$ cat src/rtl/decode_exec_stage_pkg.sv
// Shared opcode/funct encodings and decoded-entry types for the decode/exec stage.
package decode_exec_stage_pkg;

   typedef logic [6:0] opcode_t;
   typedef logic [2:0] funct3_t;
   typedef logic [6:0] funct7_t;

   localparam opcode_t OPCODE_OP_IMM = 7'b0010011;
   localparam opcode_t OPCODE_AUIPC  = 7'b0010111;
   localparam opcode_t OPCODE_OP     = 7'b0110011;
   localparam opcode_t OPCODE_BRANCH = 7'b1100011;
   localparam opcode_t OPCODE_JAL    = 7'b1101111;

   localparam funct7_t FUNCT7_BASE   = 7'h00;
   localparam funct7_t FUNCT7_ALT    = 7'h20;
   localparam funct7_t FUNCT7_MULDIV = 7'h01;

   localparam int unsigned EXEC_OP_W = 4;
   typedef logic [EXEC_OP_W-1:0] exec_op_t;
   localparam exec_op_t EXEC_OP_ADD = 4'b0000;

   typedef enum logic {OP1_SEL_REG = 1'b0, OP1_SEL_PC  = 1'b1} op1_sel_t;
   typedef enum logic {OP2_SEL_REG = 1'b0, OP2_SEL_IMM = 1'b1} op2_sel_t;

   typedef struct packed {
      exec_op_t exec_op;
      op1_sel_t operand1_sel;
      op2_sel_t operand2_sel;
   } exec_unit_params;

   localparam exec_unit_params EXEC_PARAMS_RESET = '{
      exec_op:      EXEC_OP_ADD,
      operand1_sel: OP1_SEL_REG,
      operand2_sel: OP2_SEL_IMM
   };

   // Tag is kept outside this struct because its width is a stage parameter.
   typedef struct packed {
      exec_unit_params params;
      logic            muldiv;
      logic            illegal;
   } decoded_entry_t;

   localparam decoded_entry_t DECODED_RESET = '{
      params:  EXEC_PARAMS_RESET,
      muldiv:  1'b0,
      illegal: 1'b0
   };

endpackage

$ cat src/rtl/decode_exec_stage_if.sv
// Fetch/ID-side and execute-side valid/ready bundle for decode_exec_stage.
interface decode_exec_stage_if #(
   parameter int unsigned TAG_W = 32
);
   import decode_exec_stage_pkg::*;

   logic             in_valid;
   logic             in_ready;
   opcode_t          in_opcode;
   funct3_t          in_funct3;
   funct7_t          in_funct7;
   logic [TAG_W-1:0] in_tag;

   logic             out_valid;
   logic             out_ready;
   exec_unit_params  out_params;
   logic             out_muldiv;
   logic             out_illegal;
   logic [TAG_W-1:0] out_tag;

   modport master (
      output in_valid, in_opcode, in_funct3, in_funct7, in_tag, out_ready,
      input  in_ready, out_valid, out_params, out_muldiv, out_illegal, out_tag
   );

   modport slave (
      input  in_valid, in_opcode, in_funct3, in_funct7, in_tag, out_ready,
      output in_ready, out_valid, out_params, out_muldiv, out_illegal, out_tag
   );

endinterface

$ cat src/rtl/exec_decode_comb.sv
// Pure combinational opcode/funct3/funct7 decode into exec params, mul/div steering and illegal flag.
module exec_decode_comb
   import decode_exec_stage_pkg::*;
#(
   parameter bit ENABLE_M      = 1'b1,
   parameter bit STRICT_FUNCT7 = 1'b1
) (
   input  opcode_t        opcode_i,
   input  funct3_t        funct3_i,
   input  funct7_t        funct7_i,
   output decoded_entry_t entry_c
);

   logic is_op;
   logic is_op_imm;
   logic f7_base;
   logic f7_alt;
   logic f7_muldiv;

   assign is_op     = (opcode_i == OPCODE_OP);
   assign is_op_imm = (opcode_i == OPCODE_OP_IMM);
   assign f7_base   = (funct7_i == FUNCT7_BASE);
   assign f7_alt    = (funct7_i == FUNCT7_ALT);
   assign f7_muldiv = (funct7_i == FUNCT7_MULDIV);

   always_comb begin
      entry_c = DECODED_RESET;

      case (opcode_i)
         OPCODE_OP: begin
            entry_c.params.exec_op      = {funct7_i[5], funct3_i};
            entry_c.params.operand2_sel = OP2_SEL_REG;
         end
         // Only the shift-right immediate uses funct7[5] (SRAI vs SRLI).
         OPCODE_OP_IMM: entry_c.params.exec_op = {(funct3_i == 3'b101) & funct7_i[5], funct3_i};
         OPCODE_BRANCH, OPCODE_JAL, OPCODE_AUIPC: entry_c.params.operand1_sel = OP1_SEL_PC;
         default: ;
      endcase

      if (ENABLE_M && is_op && f7_muldiv) begin
         entry_c.muldiv         = 1'b1;
         entry_c.params.exec_op = {1'b0, funct3_i};
      end

      if (STRICT_FUNCT7) begin
         if (is_op) begin
            entry_c.illegal = !(f7_base || f7_alt || (ENABLE_M && f7_muldiv)) ||
                              (f7_alt && (funct3_i != 3'b000) && (funct3_i != 3'b101));
         end else if (is_op_imm) begin
            entry_c.illegal = ((funct3_i == 3'b001) && !f7_base) ||
                              ((funct3_i == 3'b101) && !(f7_base || f7_alt));
         end
      end else begin
         entry_c.illegal = is_op && f7_muldiv && !ENABLE_M;
      end
   end

endmodule

$ cat src/rtl/decode_exec_stage.sv
// Registered, flow-controlled decode stage: 1-entry pipeline register or 2-entry skid buffer
// in front of the execute stage, with synchronous flush for branch redirect.
module decode_exec_stage
   import decode_exec_stage_pkg::*;
#(
   parameter int unsigned TAG_W         = 32,
   parameter int unsigned DEPTH         = 2,
   parameter bit          ENABLE_M      = 1'b1,
   parameter bit          STRICT_FUNCT7 = 1'b1
) (
   input logic                clk,
   input logic                reset,
   input logic                flush,
   decode_exec_stage_if.slave bus
);

   decoded_entry_t   dec_c;
   decoded_entry_t   main_q, main_d;
   decoded_entry_t   skid_q, skid_d;
   logic [TAG_W-1:0] main_tag_q, main_tag_d;
   logic [TAG_W-1:0] skid_tag_q, skid_tag_d;
   logic             main_valid_q, main_valid_d;
   logic             skid_valid_q, skid_valid_d;
   logic             push;
   logic             pop;

   exec_decode_comb #(
      .ENABLE_M      (ENABLE_M),
      .STRICT_FUNCT7 (STRICT_FUNCT7)
   ) u_dec (
      .opcode_i (bus.in_opcode),
      .funct3_i (bus.in_funct3),
      .funct7_i (bus.in_funct7),
      .entry_c  (dec_c)
   );

   // With a skid entry, in_ready is purely a register output; a single entry needs out_ready.
   assign bus.in_ready = (DEPTH == 1) ? (~main_valid_q | bus.out_ready) : ~skid_valid_q;

   assign push = bus.in_valid & bus.in_ready;
   assign pop  = main_valid_q & bus.out_ready;

   always_comb begin
      main_d       = main_q;
      main_tag_d   = main_tag_q;
      main_valid_d = main_valid_q;
      skid_d       = skid_q;
      skid_tag_d   = skid_tag_q;
      skid_valid_d = skid_valid_q;

      if (pop) begin
         if (skid_valid_q) begin
            main_d       = skid_q;
            main_tag_d   = skid_tag_q;
            skid_valid_d = 1'b0;
         end else if (push) begin
            main_d     = dec_c;
            main_tag_d = bus.in_tag;
         end else begin
            main_valid_d = 1'b0;
         end
      end else if (push) begin
         if (!main_valid_q) begin
            main_d       = dec_c;
            main_tag_d   = bus.in_tag;
            main_valid_d = 1'b1;
         end else if (DEPTH > 1) begin
            skid_d       = dec_c;
            skid_tag_d   = bus.in_tag;
            skid_valid_d = 1'b1;
         end
      end

      if (flush) begin
         main_valid_d = 1'b0;
         skid_valid_d = 1'b0;
      end
   end

   always_ff @(posedge clk or posedge reset) begin
      if (reset) begin
         main_q       <= DECODED_RESET;
         main_tag_q   <= '0;
         main_valid_q <= 1'b0;
         skid_q       <= DECODED_RESET;
         skid_tag_q   <= '0;
         skid_valid_q <= 1'b0;
      end else begin
         main_q       <= main_d;
         main_tag_q   <= main_tag_d;
         main_valid_q <= main_valid_d;
         skid_q       <= skid_d;
         skid_tag_q   <= skid_tag_d;
         skid_valid_q <= skid_valid_d;
      end
   end

   assign bus.out_valid   = main_valid_q;
   assign bus.out_params  = main_q.params;
   assign bus.out_muldiv  = main_q.muldiv;
   assign bus.out_illegal = main_q.illegal;
   assign bus.out_tag     = main_tag_q;

endmodule
$ cat src/flat_wrapper.sv
// flat-port wrapper written by rule: the top's interface ports become plain ports
module decode_exec_stage_flat import decode_exec_stage_pkg::*;
#(
   parameter int unsigned TAG_W         = 32,
   parameter int unsigned DEPTH         = 2,
   parameter bit          ENABLE_M      = 1'b1,
   parameter bit          STRICT_FUNCT7 = 1'b1
)
  (clk, reset, flush, bus_in_valid, bus_in_opcode, bus_in_funct3, bus_in_funct7, bus_in_tag, bus_out_ready, bus_in_ready, bus_out_valid, bus_out_params, bus_out_muldiv, bus_out_illegal, bus_out_tag);
  decode_exec_stage_if #(.TAG_W(TAG_W)) bus_i ();
  input logic clk;
  input logic reset;
  input logic flush;
  input wire logic [$bits(bus_i.in_valid)-1:0] bus_in_valid;
  input wire logic [$bits(bus_i.in_opcode)-1:0] bus_in_opcode;
  input wire logic [$bits(bus_i.in_funct3)-1:0] bus_in_funct3;
  input wire logic [$bits(bus_i.in_funct7)-1:0] bus_in_funct7;
  input wire logic [$bits(bus_i.in_tag)-1:0] bus_in_tag;
  input wire logic [$bits(bus_i.out_ready)-1:0] bus_out_ready;
  output wire logic [$bits(bus_i.in_ready)-1:0] bus_in_ready;
  output wire logic [$bits(bus_i.out_valid)-1:0] bus_out_valid;
  output wire logic [$bits(bus_i.out_params)-1:0] bus_out_params;
  output wire logic [$bits(bus_i.out_muldiv)-1:0] bus_out_muldiv;
  output wire logic [$bits(bus_i.out_illegal)-1:0] bus_out_illegal;
  output wire logic [$bits(bus_i.out_tag)-1:0] bus_out_tag;
  assign bus_i.in_valid = bus_in_valid;
  assign bus_i.in_opcode = bus_in_opcode;
  assign bus_i.in_funct3 = bus_in_funct3;
  assign bus_i.in_funct7 = bus_in_funct7;
  assign bus_i.in_tag = bus_in_tag;
  assign bus_i.out_ready = bus_out_ready;
  assign bus_in_ready = bus_i.in_ready;
  assign bus_out_valid = bus_i.out_valid;
  assign bus_out_params = bus_i.out_params;
  assign bus_out_muldiv = bus_i.out_muldiv;
  assign bus_out_illegal = bus_i.out_illegal;
  assign bus_out_tag = bus_i.out_tag;
  decode_exec_stage #(.TAG_W(TAG_W), .DEPTH(DEPTH), .ENABLE_M(ENABLE_M), .STRICT_FUNCT7(STRICT_FUNCT7)) u_core (.clk(clk), .reset(reset), .flush(flush), .bus(bus_i));
endmodule
$ cat config.mk
export PLATFORM = sky130hd
export DESIGN_NAME = decode_exec_stage_flat
export DESIGN_NICKNAME = d
export VERILOG_FILES = /design/src/rtl/decode_exec_stage_pkg.sv /design/src/rtl/decode_exec_stage_if.sv /design/src/rtl/exec_decode_comb.sv /design/src/rtl/decode_exec_stage.sv /design/src/flat_wrapper.sv
export SDC_FILE = /design/constraint.sdc
export NUM_CORES = 1
export LEC_CHECK = 0
export CORE_ASPECT_RATIO = 1.5
export CORE_MARGIN = 5
export CORE_UTILIZATION = 25
export CTS_CLUSTER_DIAMETER = 120
export DETAILED_ROUTE_END_ITERATION = 8
export PLACE_DENSITY = 0.46
export SYNTH_ARGS = -nofsm -noshare
export SYNTH_HDL_FRONTEND = slang
export SYNTH_HIERARCHICAL = 1
export SYNTH_SLANG_ARGS = --single-unit
$ cat constraint.sdc
create_clock -name clk -period 2.85 [get_ports clk]
set_input_delay 0.57 -clock clk [delete_from_list [all_inputs] [get_ports clk]]
set_output_delay 0.57 -clock clk [all_outputs]
set_load 0.01 [all_outputs]
==> metrics.csv, run 1 <==
metric,value,unit
root_buffer,clkbuf_16,
min_period,2.15,ns
vias,2603,
num_rows,55,
fmax,0.465,GHz
synth-main-ff-cell,dfrtp_1,
maxSlewHeadroom,49.5,%
hold_class,reg2reg,
die_h,162,µm
antenna_cells,0,
synth_cell_types,39,
vdd_ir_drop_max,215,µV
p_per_area,635,nW/µm²
synth_mux_area_share,12.8,%
critPathKind,in2reg,
netlist_instances,287,
fin_total_pwr,3.35,mW
avgViaCountPerCell,4.42,
yosys.area_share.adder,0,%
syn_avg_cell_area,13.3,µm²
post-synth-top-count-cell,dfrtp_1,
rsz0062_at_grt,no,
timing.final.ws_setup,0.701,ns
wl_per_cell,15.7,µm
synth_common_cells,"dfrtp_1 (80), or2_2 (34), o221a_1 (30)",
fin_crit_sh,75.4,%
synthSimpleGateAreaFrac,14.0,%
cts_hold_buf,0,
stdcell_count,589,
drc,0,
status,"finished, final reports clean",
start_util,25.4,%
fin_nets,439,
clock_path_buffers,2,
synthTopCellsByArea,"dfrtp_1 (52%), o221a_1 (8.8%), or2_2 (5.6%)",
drive_gt1_share,27.2,%
clk_latency,0.33,ns
fp.dieW,111,µm
io_buffers,95,
synth_nets,341,
antenna_found_initial,0,
cts_num_sinks,82,
synth_seq_cells,82,
areaGrowthSynthToFinish,38.0,%
grt.total_usage,10.9,%
startpoint_type,input pin,
dp_slack,0.349,ns
setup_viol,0,
fin_skew,0.00646,ns
postCtsSetupBuffers,0,
drtAntennaViolNets,0,
worst_setup_path_end_kind,flop,
slew_viol_final,0,
leakage,2.06,nW
grt_pass1_vias,2940,
hold_violations,0,
grt_pass1_wl,15800,µm
gp_congestion,0.724,
yosysSeqAreaShare,53.7,%
grt_start_max_net_pins,35,
tightest_slew,0.757,ns
yosys.area_share.xor_xnor,0.458,%
grt_overflow,0,
synth_top_family_by_area,compound AO/OA/AOI/OAI gates,
cts_made_buffers,9,
firstDrtPassIters,4,
clk_pin_slew,0.06,ns
core,15100,µm²
final_util,35.0,%
fin_tns_setup,0,ns
synth_edf_count,0,
dp_hpwl,6670,µm
cts_tree,built,
critical_path.max_fanout,34,
num_io_pins,96,
netlist_area,3830,µm²
arrival,2.41,ns
whs,0.478,ns
yosysWarnings,6,
htreeDepth,3,
cp.required,3.11,ns
wl,9260,µm
drt_iter0_drc,109,
design_area,5280,µm²
cts-resized-gates,0,
cap_violations,0,
yosysTopAreaCellShare,52.3,%
die-area,17900,µm²
dp.cells,573,
final.fill_count,1494,
synthArstFlopShare,100,%
placed_area,4970,µm²
synth_largest_area_cell,dfrtp_1,
synth_compound_area_share,14.7,%
==> routing by layer <==
| metal | GRT usage [%] | up-vias | routed length [µm] |
|---|---|---|---|
| li1 | - | 1253 | - |
| met1 | 12.9 | 1276 | 3920 |
| met2 | 19.1 | 64 | 4770 |
| met3 | 3.04 | 10 | 433 |
| met4 | 3.76 | 0 | 133 |
| met5 | 0 | - | 0 |
==> report_power, final <==
part	leakage, nW	internal, mW	switching (mW)
logic	0.950	0.420	0.251
registers	0.966	1.38	0.118
clock network	0.146	0.731	0.448
total	2.06	2.53	0.817
==> final cells by class <==
cell class                 count  area (µm²)  share of cell area, %
inverter                       2        8.76                  0.166
tap                          199         249                   4.72
clock inverter                 3        46.3                  0.877
sequential                    82        2050                   38.9
multi-input combinational    183        1610                   30.4
clock buffer                  13         260                   4.93
timing repair buffer         107        1050                   20.0
==> sequential cells by signal, summed over array words and instances, names as in the netlist <==
name / flops
u_core/skid_tag_q: 32
u_core/bus.out_illegal: 1
u_core/bus.out_muldiv: 1
u_core/skid_q: 8
u_core/bus.out_params: 6
u_core/bus.out_valid: 1
u_core/bus.out_tag: 32
u_core/skid_valid_q: 1
==> kinds of logic (layout without fill, tap and decap cells) <==
kind of cell	after synthesis	count (layout)
flops	82	82
simple gates	81	81
compound gates	60	60
mux	40	40
buf+inv	22	125
xor+xnor	2	2
==> placed cells by master, fill, tap and decap left out, types with 4 or more instances in the layout <==
cell type	instances
o21a_1	6
o221a_1	30
clkdlybuf4s50_1	95
clkbuf_16	9
o221a_2	4
a21oi_1	10
a211oi_1	7
or2_2	34
dfrtp_1	80
and3b_1	6
mux2_4	10
nor2_1	14
mux2_2	18
buf_4	11
mux2_1	12
nor2b_1	4
==> final timing paths <==
check | end | slack, ns | from | cells past startpoint
setup / recovery | u_core/bus.out_tag[28] | 0.70 | bus_out_ready | 4
hold / removal | u_core/skid_tag_q[2] | 0.48 | u_core/skid_tag_q[2] | 1
setup reg to reg | u_core/bus.out_tag[28] | 0.80 | u_core/bus.out_valid | 3
hold reg to reg | u_core/skid_tag_q[2] | 0.48 | u_core/skid_tag_q[2] | 1
max in group asynchronous | u_core/bus.out_tag[18] | 1.67 | reset | 3
min in group asynchronous | u_core/skid_tag_q[7] | 0.57 | reset | 2
==> critical path: stages <==
cell,delay [ns]
clkdlybuf4s50_1,0.66
nand2b_1,0.17
and3_2,0.70
o221a_2,0.30
(Power assumes the default switching activity.)
==> inputs of run 2 (changes only) <==
PLACE_DENSITY = 0.48   (was 0.46)
clock period = 1.85 ns   (was 2.85 ns; I/O delays follow)
==> run 2 against run 1 <==
  * Largest cell class unchanged
  * Flip-flop and latch count unchanged
  * Critical path depth down 3
  * Sequential share of layout area down 1.2 points
  * Combinational power up 64%
  * Utilization up 1.2 points
  * Clock skew up 0.0011 ns
==> metrics.csv, run 2 (synthesized netlist as in run 1, its figures left out) <==
metric,value,unit,change
status,"finished, final reports clean",,
crit_buf_inv,1,,unchanged
path_depth,1,,-3
whs,0.432,ns,-0.0462 ns
timing.final.ws_setup,0.0454,ns,-0.656 ns
hold_violations,0,,unchanged
setup_viol,0,,unchanged
clock_path_buffers,2,,unchanged
num_io_pins,96,,unchanged
hold_class,in2async,,
grt_pass1_wl,15600,µm,-1.1%
fmax,0.554,GHz,
drtAntennaViolNets,0,,unchanged
drc,0,,unchanged
p_comb_share,21.2,%,+1.2 points
min_period,1.80,ns,
slew_viol_final,0,,unchanged
num_rows,55,,unchanged
critical_path.max_fanout,3,,-91%
drive_gt1_share,30.6,%,+3.4 points
grt.total_usage,10.9,%,about the same
r2r_end,u_core/bus.out_tag[23],,
vdd_ir_drop_max,336,µV,+56%
maxSlewHeadroom,65.6,%,+16 points
r2r_slack,0.30,ns,-0.50 ns
arrival,1.43,ns,-0.98 ns
max_stage_delay,0.56,ns,-0.14 ns
fp.dieW,111,µm,unchanged
wl,9410,µm,+1.6%
cap_violations,0,,unchanged
drt_iter0_drc,83,,-24%
cp_top_family,buffers and inverters,,
seqPwrFrac,44.7,%,about the same
grt_overflow,0,,unchanged
core,15100,µm²,unchanged
io_buffers,95,,unchanged
r2r_start,u_core/bus.out_valid,,
cp.required,1.48,ns,-1.63 ns
startpoint_type,flop,,
avgViaCountPerCell,4.48,,+1.3%
cts_tree,built,,
grt_start_max_net_pins,29,,-17%
placed_area,5160,µm²,+3.8%
worst_setup_path_end_kind,output pin,,
gp_congestion,0.761,,+5.1%
leakage,2.15,nW,+4.2%
critPathKind,reg2out,,
wl_per_cell,15.6,µm,-0.88%
cts_num_sinks,82,,unchanged
areaGrowthSynthToFinish,42.7,%,
start_util,25.4,%,unchanged
final_util,36.2,%,+1.2 points
fin_nets,454,,+3.4%
crit_start,u_core/bus.out_params[0],,
cts_hold_buf,0,,unchanged
final.fill_count,1447,,-3.1%
dp_slack,-0.242,ns,-0.592 ns
rsz0062_at_grt,no,,
clk_pin_slew,0.06,ns,about the same
intPower,3.87,mW,+53%
firstDrtPassIters,4,,unchanged
die-area,17900,µm²,unchanged
stdcell_count,604,,+2.5%
antenna_cells,0,,unchanged
power.net_switching,1.29,mW,+58%
layout_common_cells,"clkdlybuf4s50_1 (95), dfrtp_1 (78), or2_2 (34)",,
p_per_area,945,nW/µm²,+49%
p_clk_share,34.1,%,-1.1 points
root_buffer,clkbuf_16,,
clk_latency,0.33,ns,about the same
vias,2703,,+3.8%
antenna_found_initial,0,,unchanged
crit_path_top_delay_cell,clkdlybuf4s50_1,,
swShare,25.0,%,+0.57 points
fin_crit_sh,97.5,%,
crit_chain,clkdlybuf4s50_1,,
htreeDepth,3,,unchanged
grt_pass1_vias,2914,,-0.88%
final_common_cell,clkdlybuf4s50_1,,
design_area,5460,µm²,+3.4%
cts_made_buffers,9,,unchanged
fin_skew,0.00752,ns,+0.00106 ns
cp-endpoint,bus_out_params[0],,
die_h,162,µm,unchanged
dp.cells,588,,+2.6%
tightest_slew,0.514,ns,-0.242 ns
reg2reg_depth,5,,+2
dp_hpwl,6900,µm,+3.5%
==> run 2: final cells by class <==
cell class,count,area [µm²],area share (%)
inverter,2,11.3,0.206
multi-input combinational,183,1610,29.4
clock buffer,10,229,4.19
tap,199,249,4.56
sequential,82,2060,37.7
clock inverter,6,65.1,1.19
timing repair buffer,122,1240,22.7
==> run 2: per-layer routing <==
layer,up-vias,part of all wire [%],GRT usage [%]
met5,-,0,0
met4,0,1.5,3.87
met3,11,4.8,3.30
met2,68,50,18.9
met1,1339,43,12.8
li1,1285,-,-
==> run 2: repair_timing <==
item / 4_1_cts / 5_1_grt
endpoints found under the hold margin: 0 / 0
endpoints found under the setup margin: 1 / 1
gates resized for setup: 1 / 1
buffers inserted: 0 / 0
cloned: 0 / 0
==> run 2: how the worst min path moves through the flow <==
stage | start | end | slack [ns]
after floorplan | flush | u_core/bus.out_valid | 0.44
after global placement | u_core/skid_tag_q[16] | u_core/skid_tag_q[16] | 0.46
after detailed placement | u_core/skid_tag_q[16] | u_core/skid_tag_q[16] | 0.47
after CTS | reset | u_core/bus.out_illegal | 0.44
after global routing | reset | u_core/bus.out_tag[28] | 0.46
final | reset | u_core/bus.out_illegal | 0.43
==> run 2: through the flow <==
step                total power [mW]  setup TNS, ns
floorplan                       2.85              0
global placement                3.43          -7.19
detailed placement              3.46          -8.58
CTS                             5.26              0
global route                    5.45              0
finish                          5.16              0
==> run 2: power by group through the flow <==
stage | Combinational [mW] | Sequential (mW) | Clock, mW
final | 1.10 | 2.30 | 1.76
after global routing | 1.18 | 2.35 | 1.92
after CTS | 1.12 | 2.31 | 1.83
after detailed placement | 1.12 | 2.34 | 0
after global placement | 1.10 | 2.33 | 0
after floorplan | 0.496 | 2.36 | 0
==> inputs of run 3 (changes only) <==
PLACE_DENSITY = 0.46   (was 0.48)
clock period = 1.9 ns   (was 1.85 ns; I/O delays follow)
==> run 3 against run 2 <==
  * Flip-flop and latch count stayed put
  * Critical endpoint is now bus_in_ready
  * Final cell count is 0.17% higher
  * Count of clock-buffer cells in the layout stayed put
  * Sequential share of layout area hardly changed
  * Critical path type unchanged
  * Highest routed layer unchanged
  * Largest cell class unchanged
  * Critical path depth is 1 higher
==> metrics.csv, run 3 (synthesized netlist as in run 1, its figures left out) <==
metric,value,unit,change
io_buffers,95,,unchanged
die-area,17900,µm²,unchanged
cap_violations,0,,unchanged
fin_tns_setup,0,ns,unchanged
grt_pass1_vias,3032,,+4.0%
wl,9350,µm,-0.60%
grt_start_max_net_pins,83,,+190%
tightest_slew,0.449,ns,-0.0653 ns
fin_skew,0.00537,ns,-0.00215 ns
rsz0062_at_grt,no,,
clock_path_buffers,2,,unchanged
critical_path.max_fanout,13,,+10
hold_class,reg2reg,,
maxSlewHeadroom,70.1,%,+4.4 points
crit_start,u_core/skid_valid_q,,
antenna_found_initial,0,,unchanged
grt_pass1_wl,15500,µm,-0.57%
p_per_area,960,nW/µm²,+1.6%
vias,2680,,-0.85%
fmax,0.550,GHz,
final_common_cell,clkdlybuf4s50_1,,
postCtsSetupBuffers,0,,unchanged
cts_made_buffers,9,,unchanged
leakage,2.16,nW,+0.61%
arrival,1.44,ns,about the same
setup_viol,0,,unchanged
whs,0.477,ns,+0.0458 ns
cts_hold_buf,0,,unchanged
hold_violations,0,,unchanged
areaGrowthSynthToFinish,42.8,%,
dp_hpwl,6640,µm,-3.8%
fp.dieW,111,µm,unchanged
fin_nets,456,,+0.44%
status,"finished, final reports clean",,
r2r_start,u_core/skid_valid_q,,
dp.cells,590,,+0.34%
clk_pin_slew,0.06,ns,about the same
worst_setup_path_end_kind,output pin,,
antenna_cells,0,,unchanged
drive_gt1_share,30.5,%,-0.075 points
cp.required,1.52,ns,+0.04 ns
cts_tree,built,,
r2r_slack,0.35,ns,+0.05 ns
clk_latency,0.33,ns,about the same
fin_crit_sh,95.7,%,
num_io_pins,96,,unchanged
avgViaCountPerCell,4.43,,-1.0%
grt_overflow,0,,unchanged
drc,0,,unchanged
firstDrtPassIters,4,,unchanged
grt.total_usage,10.7,%,-0.23 points
crit_chain,inv_1 > clkdlybuf4s50_1,,
start_util,25.4,%,unchanged
root_buffer,clkbuf_16,,
slew_viol_final,0,,unchanged
min_period,1.82,ns,
vdd_ir_drop_max,355,µV,+5.8%
core,15100,µm²,unchanged
cts_num_sinks,82,,unchanged
fin_total_pwr,5.25,mW,+1.7%
wl_per_cell,15.5,µm,-0.76%
startpoint_type,flop,,
gp_congestion,0.708,,-7.0%
die_h,162,µm,unchanged
hp-start,u_core/skid_tag_q[16],,
num_rows,55,,unchanged
stdcell_count,605,,+0.17%
drt_iter0_drc,55,,-34%
drtAntennaViolNets,0,,unchanged
crit_path_top_delay_cell,clkdlybuf4s50_1,,
layout_common_cells,"clkdlybuf4s50_1 (95), dfrtp_1 (78), or2_2 (34)",,
htreeDepth,3,,unchanged
max_stage_delay,0.53,ns,-0.03 ns
critPathKind,reg2out,,
## run 3: layout make-up
class / count / area, µm²
Fill cell: 1481 / 9610
Timing Repair Buffer: 124 / 1210
Clock buffer: 10 / 229
Inverter: 2 / 11.3
Clock inverter: 5 / 104
Multi-Input combinational cell: 183 / 1610
Sequential cell: 82 / 2060
Tap cell: 199 / 249
## run 3: per-stage QoR
stage / setup WS, ns / cell area (µm²) / utilization, %
6_report: 0.0810 / 5470 / 36.3
5_1_grt: 0.00633 / 5470 / 36.3
4_1_cts: 0.00146 / 5460 / 36.2
3_5_place_dp: -0.207 / 5130 / 34.0
3_3_place_gp: -0.153 / 5130 / 34.0
2_1_floorplan: 0.351 / 3830 / -
## run 3: worst paths after layout
check / end / cells past startpoint
max: bus_in_ready / 2
min: u_core/skid_tag_q[16] / 1
max reg2reg: u_core/skid_tag_q[5] / 4
min reg2reg: u_core/skid_tag_q[16] / 1
max in group asynchronous: u_core/bus.out_valid / 3
min in group asynchronous: u_core/bus.out_tag[8] / 3
## run 3: repair_timing
action / in CTS / in global routing
endpoints found under the hold margin: 0 / 0
setup endpoints to repair: 1 / 2
resized for setup: 1 / 2
## run 3: report_power, final
part	switching, mW	leakage (nW)	internal, mW
combinational	0.387	1.04	0.658
sequential	0.167	0.963	2.07
clock	0.683	0.163	1.28
## run 3: worst max-delay path, delay by kind of cell, from the launching register on
kind | cells | cell delay (ns)
flops | 1 | 0.49
buf+inv | 2 | 0.62
## run 3: routing by layer
metal / vias to the layer above / GRT usage, % / routed length (µm)
met1: 1322 / 11.9 / 3940
met3: 12 / 3.26 / 446
li1: 1280 / - / -
met5: - / 0 / 0
met2: 66 / 19.2 / 4790
met4: 0 / 3.65 / 178
==> patch 1: new RTL, config.mk and constraints of run 2 <==
`ENABLE_M` is set to 1'b1 in 3 places; all go to 1'b0.
--- a/src/rtl/exec_decode_comb.sv
+++ b/src/rtl/exec_decode_comb.sv
@@ -3,5 +3,5 @@
    import decode_exec_stage_pkg::*;
 #(
-   parameter bit ENABLE_M      = 1'b1,
+   parameter bit ENABLE_M      = 1'b0,
    parameter bit STRICT_FUNCT7 = 1'b1
 ) (
--- a/src/rtl/decode_exec_stage.sv
+++ b/src/rtl/decode_exec_stage.sv
@@ -6,5 +6,5 @@
    parameter int unsigned TAG_W         = 32,
    parameter int unsigned DEPTH         = 2,
-   parameter bit          ENABLE_M      = 1'b1,
+   parameter bit          ENABLE_M      = 1'b0,
    parameter bit          STRICT_FUNCT7 = 1'b1
 ) (
--- a/src/flat_wrapper.sv
+++ b/src/flat_wrapper.sv
@@ -4,5 +4,5 @@
    parameter int unsigned TAG_W         = 32,
    parameter int unsigned DEPTH         = 2,
-   parameter bit          ENABLE_M      = 1'b1,
+   parameter bit          ENABLE_M      = 1'b0,
    parameter bit          STRICT_FUNCT7 = 1'b1
 )
Check against the original RTL: not equivalent (a bounded check fails within 4 cycles, from zero or initial values and one cycle with reset high).
==> patch 1 against run 2 <==
Sequential cell count did not move; synthesized area fell by 1.1%; clock skew decreased by 1.9 ps; clock power grew 5%; fmax grew 1.9%; cell area shrank 1.2%; via count shrank 1.5%; total power rose by 1.5%; routed wire length down 0.58%; sequential share of layout area up 0.45 points; critical path depth did not move; setup slack improved by 33 ps; largest power group unchanged; highest routed layer unchanged.
==> patch 1: results <==
metrics = {
    "power": {
        "p_leak_nw": 2.15,
        "powerDensity_mw_per_mm2": 971,
        "ir_drop_mv": 0.470,
        "p_sw_w": 0.00129,
    },
    "synth": {
        "synthTopCellsByCount": "dfrtp_1, or2_2, o221a_1",
        "syn_nets": 343,
        "synth-compound-area-share": 0.145,
        "synth.top_cells.by_area": "dfrtp_1, o221a_1, or2_2",
        "synthesis.instances": 289,
        "synth.mux.area_fraction": 0.129,
        "synth_xor_area_frac": 0.00232,
        "yosysUniqueCellTypes": 36,
        "ys_seq_area_frac": 0.543,
    },
    "placed_design": {
        "post-dp-hpwl_um": 6490,
        "gp_congestion": 0.712,
        "place_inst": 584,
        "post-place-ws_ps": -195,
        "placed_area_mm2": 0.00505,
    },
    "route": {
        "vias": 2662,
        "drt_iter0_drc": 55,
    },
    "global_routing": {
        "grt.total_usage": 0.111,
        "grt_max_degree": 83,
        "grt_pass1_wl_um": 15900,
    },
    "worst_setup_path": {
        "slowest_stage": "dfstp_2",
    },
    "status": {
        "outcome": "complete, no violations",
    },
    "layout": {
        "drive_above_1_share": 0.291,
    },
}
## patch 1: cell count changes after synthesis, sizes merged, moves of 2 or more
cell / before / now
nor3b: 3 / 0
nor4: 0 / 2
nor2b: 5 / 3
and3b: 6 / 8
nand2b: 3 / 5
## patch 1: area by class of cell
| cell class | instances | area [um^2] |
|---|---|---|
| Fill cell | 1557 | 9610 |
| Inverter | 3 | 15.0 |
| Multi-Input combinational cell | 183 | 1550 |
| Tap cell | 199 | 249 |
| Clock buffer | 11 | 253 |
| Timing Repair Buffer | 121 | 1210 |
| Sequential cell | 82 | 2060 |
| Clock inverter | 5 | 61.3 |
## patch 1: logic make-up (layout without fill, tap and decap cells)
family | Yosys count | count (layout)
AO/OA/AOI/OAI | 60 | 60
XOR/XNOR | 1 | 1
buffers and inverters | 24 | 140
flip-flops | 82 | 82
multiplexers | 40 | 40
other | 1 | 1
AND/OR/NAND/NOR | 81 | 81
## patch 1: repair_timing
item / in CTS / in global routing
hold buffers: 0 / 0
setup buffers: 1 / 3
endpoints found under the setup margin: 2 / 1
gates resized for setup: 2 / 0
pin swaps: 0 / 0
## patch 1: layer usage
layer	vias to the layer above	share of wire	global-route usage
li1	1277	-	-
met2	65	0.52	0.198
met5	-	0	0
met1	1314	0.42	0.124
met4	0	0.011	0.0353
met3	6	0.048	0.0362
## patch 1: path summary, 6_finish.rpt
path | to | from | slack (ps) | depth (start not counted)
max | bus_out_params[0] | u_core/bus.out_params[0] | 80 | 1
min in group clk | u_core/skid_tag_q[16] | u_core/skid_tag_q[16] | 480 | 1
max reg2reg | u_core/bus.out_tag[28] | u_core/skid_valid_q | 230 | 5
min reg2reg | u_core/skid_tag_q[16] | u_core/skid_tag_q[16] | 480 | 1
max in group asynchronous | u_core/skid_valid_q | reset | 950 | 3
min | u_core/bus.out_tag[5] | reset | 470 | 3
==> patch 2: new RTL, config.mk and constraints of run 2 <==
Without the edit above. `main_tag_q` no longer has a reset.
--- a/src/rtl/decode_exec_stage.sv
+++ b/src/rtl/decode_exec_stage.sv
@@ -81,5 +81,4 @@
       if (reset) begin
          main_q       <= DECODED_RESET;
-         main_tag_q   <= '0;
          main_valid_q <= 1'b0;
          skid_q       <= DECODED_RESET;
@@ -88,5 +87,4 @@
       end else begin
          main_q       <= main_d;
-         main_tag_q   <= main_tag_d;
          main_valid_q <= main_valid_d;
          skid_q       <= skid_d;
@@ -94,4 +92,8 @@
          skid_valid_q <= skid_valid_d;
       end
+   end
+
+   always_ff @(posedge clk) begin
+      main_tag_q <= main_tag_d;
    end
 
Function: changed (Yosys sat finds a counterexample within 4 cycles, from zero or initial values and one cycle with reset high).
==> patch 2 against run 2 <==
Routed wire length shrank 15%; critical path type unchanged; cell count fell by 12%; non-clock buffer count decreased by 10; synthesized area decreased by 7.3%; sequential cell count unchanged; total power down 4.1%; setup slack gained 21 ps; cell area fell by 4.2%.
==> patch 2: results <==
metrics = {
    "status": {
        "outcome": "complete, no violations",
    },
    "power": {
        "swShare": 0.221,
        "p_leak_nw": 2.02,
        "ir_drop_mv": 0.375,
    },
    "layout": {
        "fin_nets": 386,
        "diodes": 0,
        "drive_above_1_share": 0.258,
    },
    "synth": {
        "yosysUniqueCellTypes": 35,
        "synth-edff-count": 32,
        "ys_seq_area_frac": 0.624,
        "syn_nets": 271,
        "synth.top_cells.by_area": "dfrtp_1, edfxtp_1, mux2_1",
        "synthTopCellsByCount": "dfrtp_1, mux2_1, edfxtp_1, mux2_2",
        "avgSynthCellArea_um2": 16.3,
        "synthArstFlopShare": 0.610,
    },
    "worst_setup_path": {
        "path_max_fanout": 2,
        "r2r_start": "u_core/skid_valid_q",
        "critPathLaunch": "u_core/bus.out_params[0]",
        "cp_data_arrival_time_ps": 1410,
    },
    "route": {
        "wl_met2_um": 4120,
        "drt_iter0_drc": 41,
        "wl_met1_um": 3330,
        "wl_met3_um": 451,
        "wl_um": 8020,
        "wl_per_cell_um": 15.2,
        "vias": 2241,
    },
    "global_routing": {
        "grt.total_usage": 0.0999,
        "grt_max_degree": 36,
        "grt_pass1_vias": 2423,
        "grt_antenna_before_repair": 0,
        "grt_pass1_wl_um": 12700,
    },
    "sta": {
        "fin_worst_skew_ps": 5.41,
        "slew-limit-headroom": 0.717,
    },
    "placed_design": {
        "gp_congestion": 0.675,
        "post-dp-hpwl_um": 5650,
        "place_inst": 513,
    },
    "cts": {
        "clk_transition_reported_paths_ps": 60,
    },
}
-- patch 2: cell families after synthesis --
kind of cell	Yosys count	share of synthesized area
XOR/XNOR	2	0.00494
AO/OA/AOI/OAI	18	0.0487
buffers and inverters	11	0.0212
AND/OR/NAND/NOR	32	0.0723
multiplexers	72	0.229
flip-flops	82	0.624
-- patch 2: tightest hold or removal path, stage by stage --
cell and delay (ps):
clkdlybuf4s50_1 410, inv_2 80, buf_12 210
-- patch 2: worst paths after layout --
check / end / slack, ps / depth (start not counted)
worst max-delay path: bus_out_params[0] / 70 / 1
worst min-delay path: u_core/skid_tag_q[6] / 370 / 3
worst max register to register: u_core/skid_q[3] / 340 / 4
worst min register to register: u_core/skid_tag_q[17] / 480 / 1
max in group asynchronous: u_core/skid_q[2] / 1220 / 3
min in group clk: u_core/skid_tag_q[17] / 480 / 1
-- patch 2: repair_timing --
action                                  in CTS  in global routing
hold buffers                                 0                  0
gates resized for setup                      0                  1
setup buffers                                0                  0
endpoints found under the setup margin       0                  1
-- patch 2: through the flow --
step                      instance area [um^2]  hold WS (ps)  setup TNS [ps]  total power [W]  setup slack, ps
after floorplan                           3550           433               0          0.00264             88.6
after global placement                    4910           460           -4100          0.00306             -168
after detailed placement                  4910           472           -3670          0.00308             -182
after CTS                                 5230           383               0          0.00504             28.4
after global routing                      5230           399               0          0.00520             1.55
final                                     5230           375               0          0.00495             66.1
-- patch 2: power by group through the flow --
| stage | Combinational [W] | Clock (W) | Sequential (W) |
|---|---|---|---|
| final | 0.000723 | 0.00192 | 0.00230 |
| after global routing | 0.000790 | 0.00207 | 0.00233 |
| after CTS | 0.000743 | 0.00200 | 0.00230 |
| after detailed placement | 0.000741 | 0 | 0.00234 |
| after global placement | 0.000728 | 0 | 0.00233 |
| after floorplan | 0.000297 | 0 | 0.00235 |
-- patch 2: layout make-up --
| class | count | area (um^2) |
|---|---|---|
| tap | 192 | 240 |
| sequential | 82 | 2210 |
| inverter | 3 | 11.3 |
| clock inverter | 5 | 77.6 |
| multi-input combinational | 124 | 1260 |
| fill | 1346 | 8760 |
| timing repair buffer | 112 | 1180 |
| clock buffer | 11 | 243 |
-- patch 2: routing by layer --
layer	GRT usage	up-vias
li1	-	1040
met2	0.171	60
met4	0.0347	0
met1	0.114	1132
met3	0.0373	9
met5	0	-
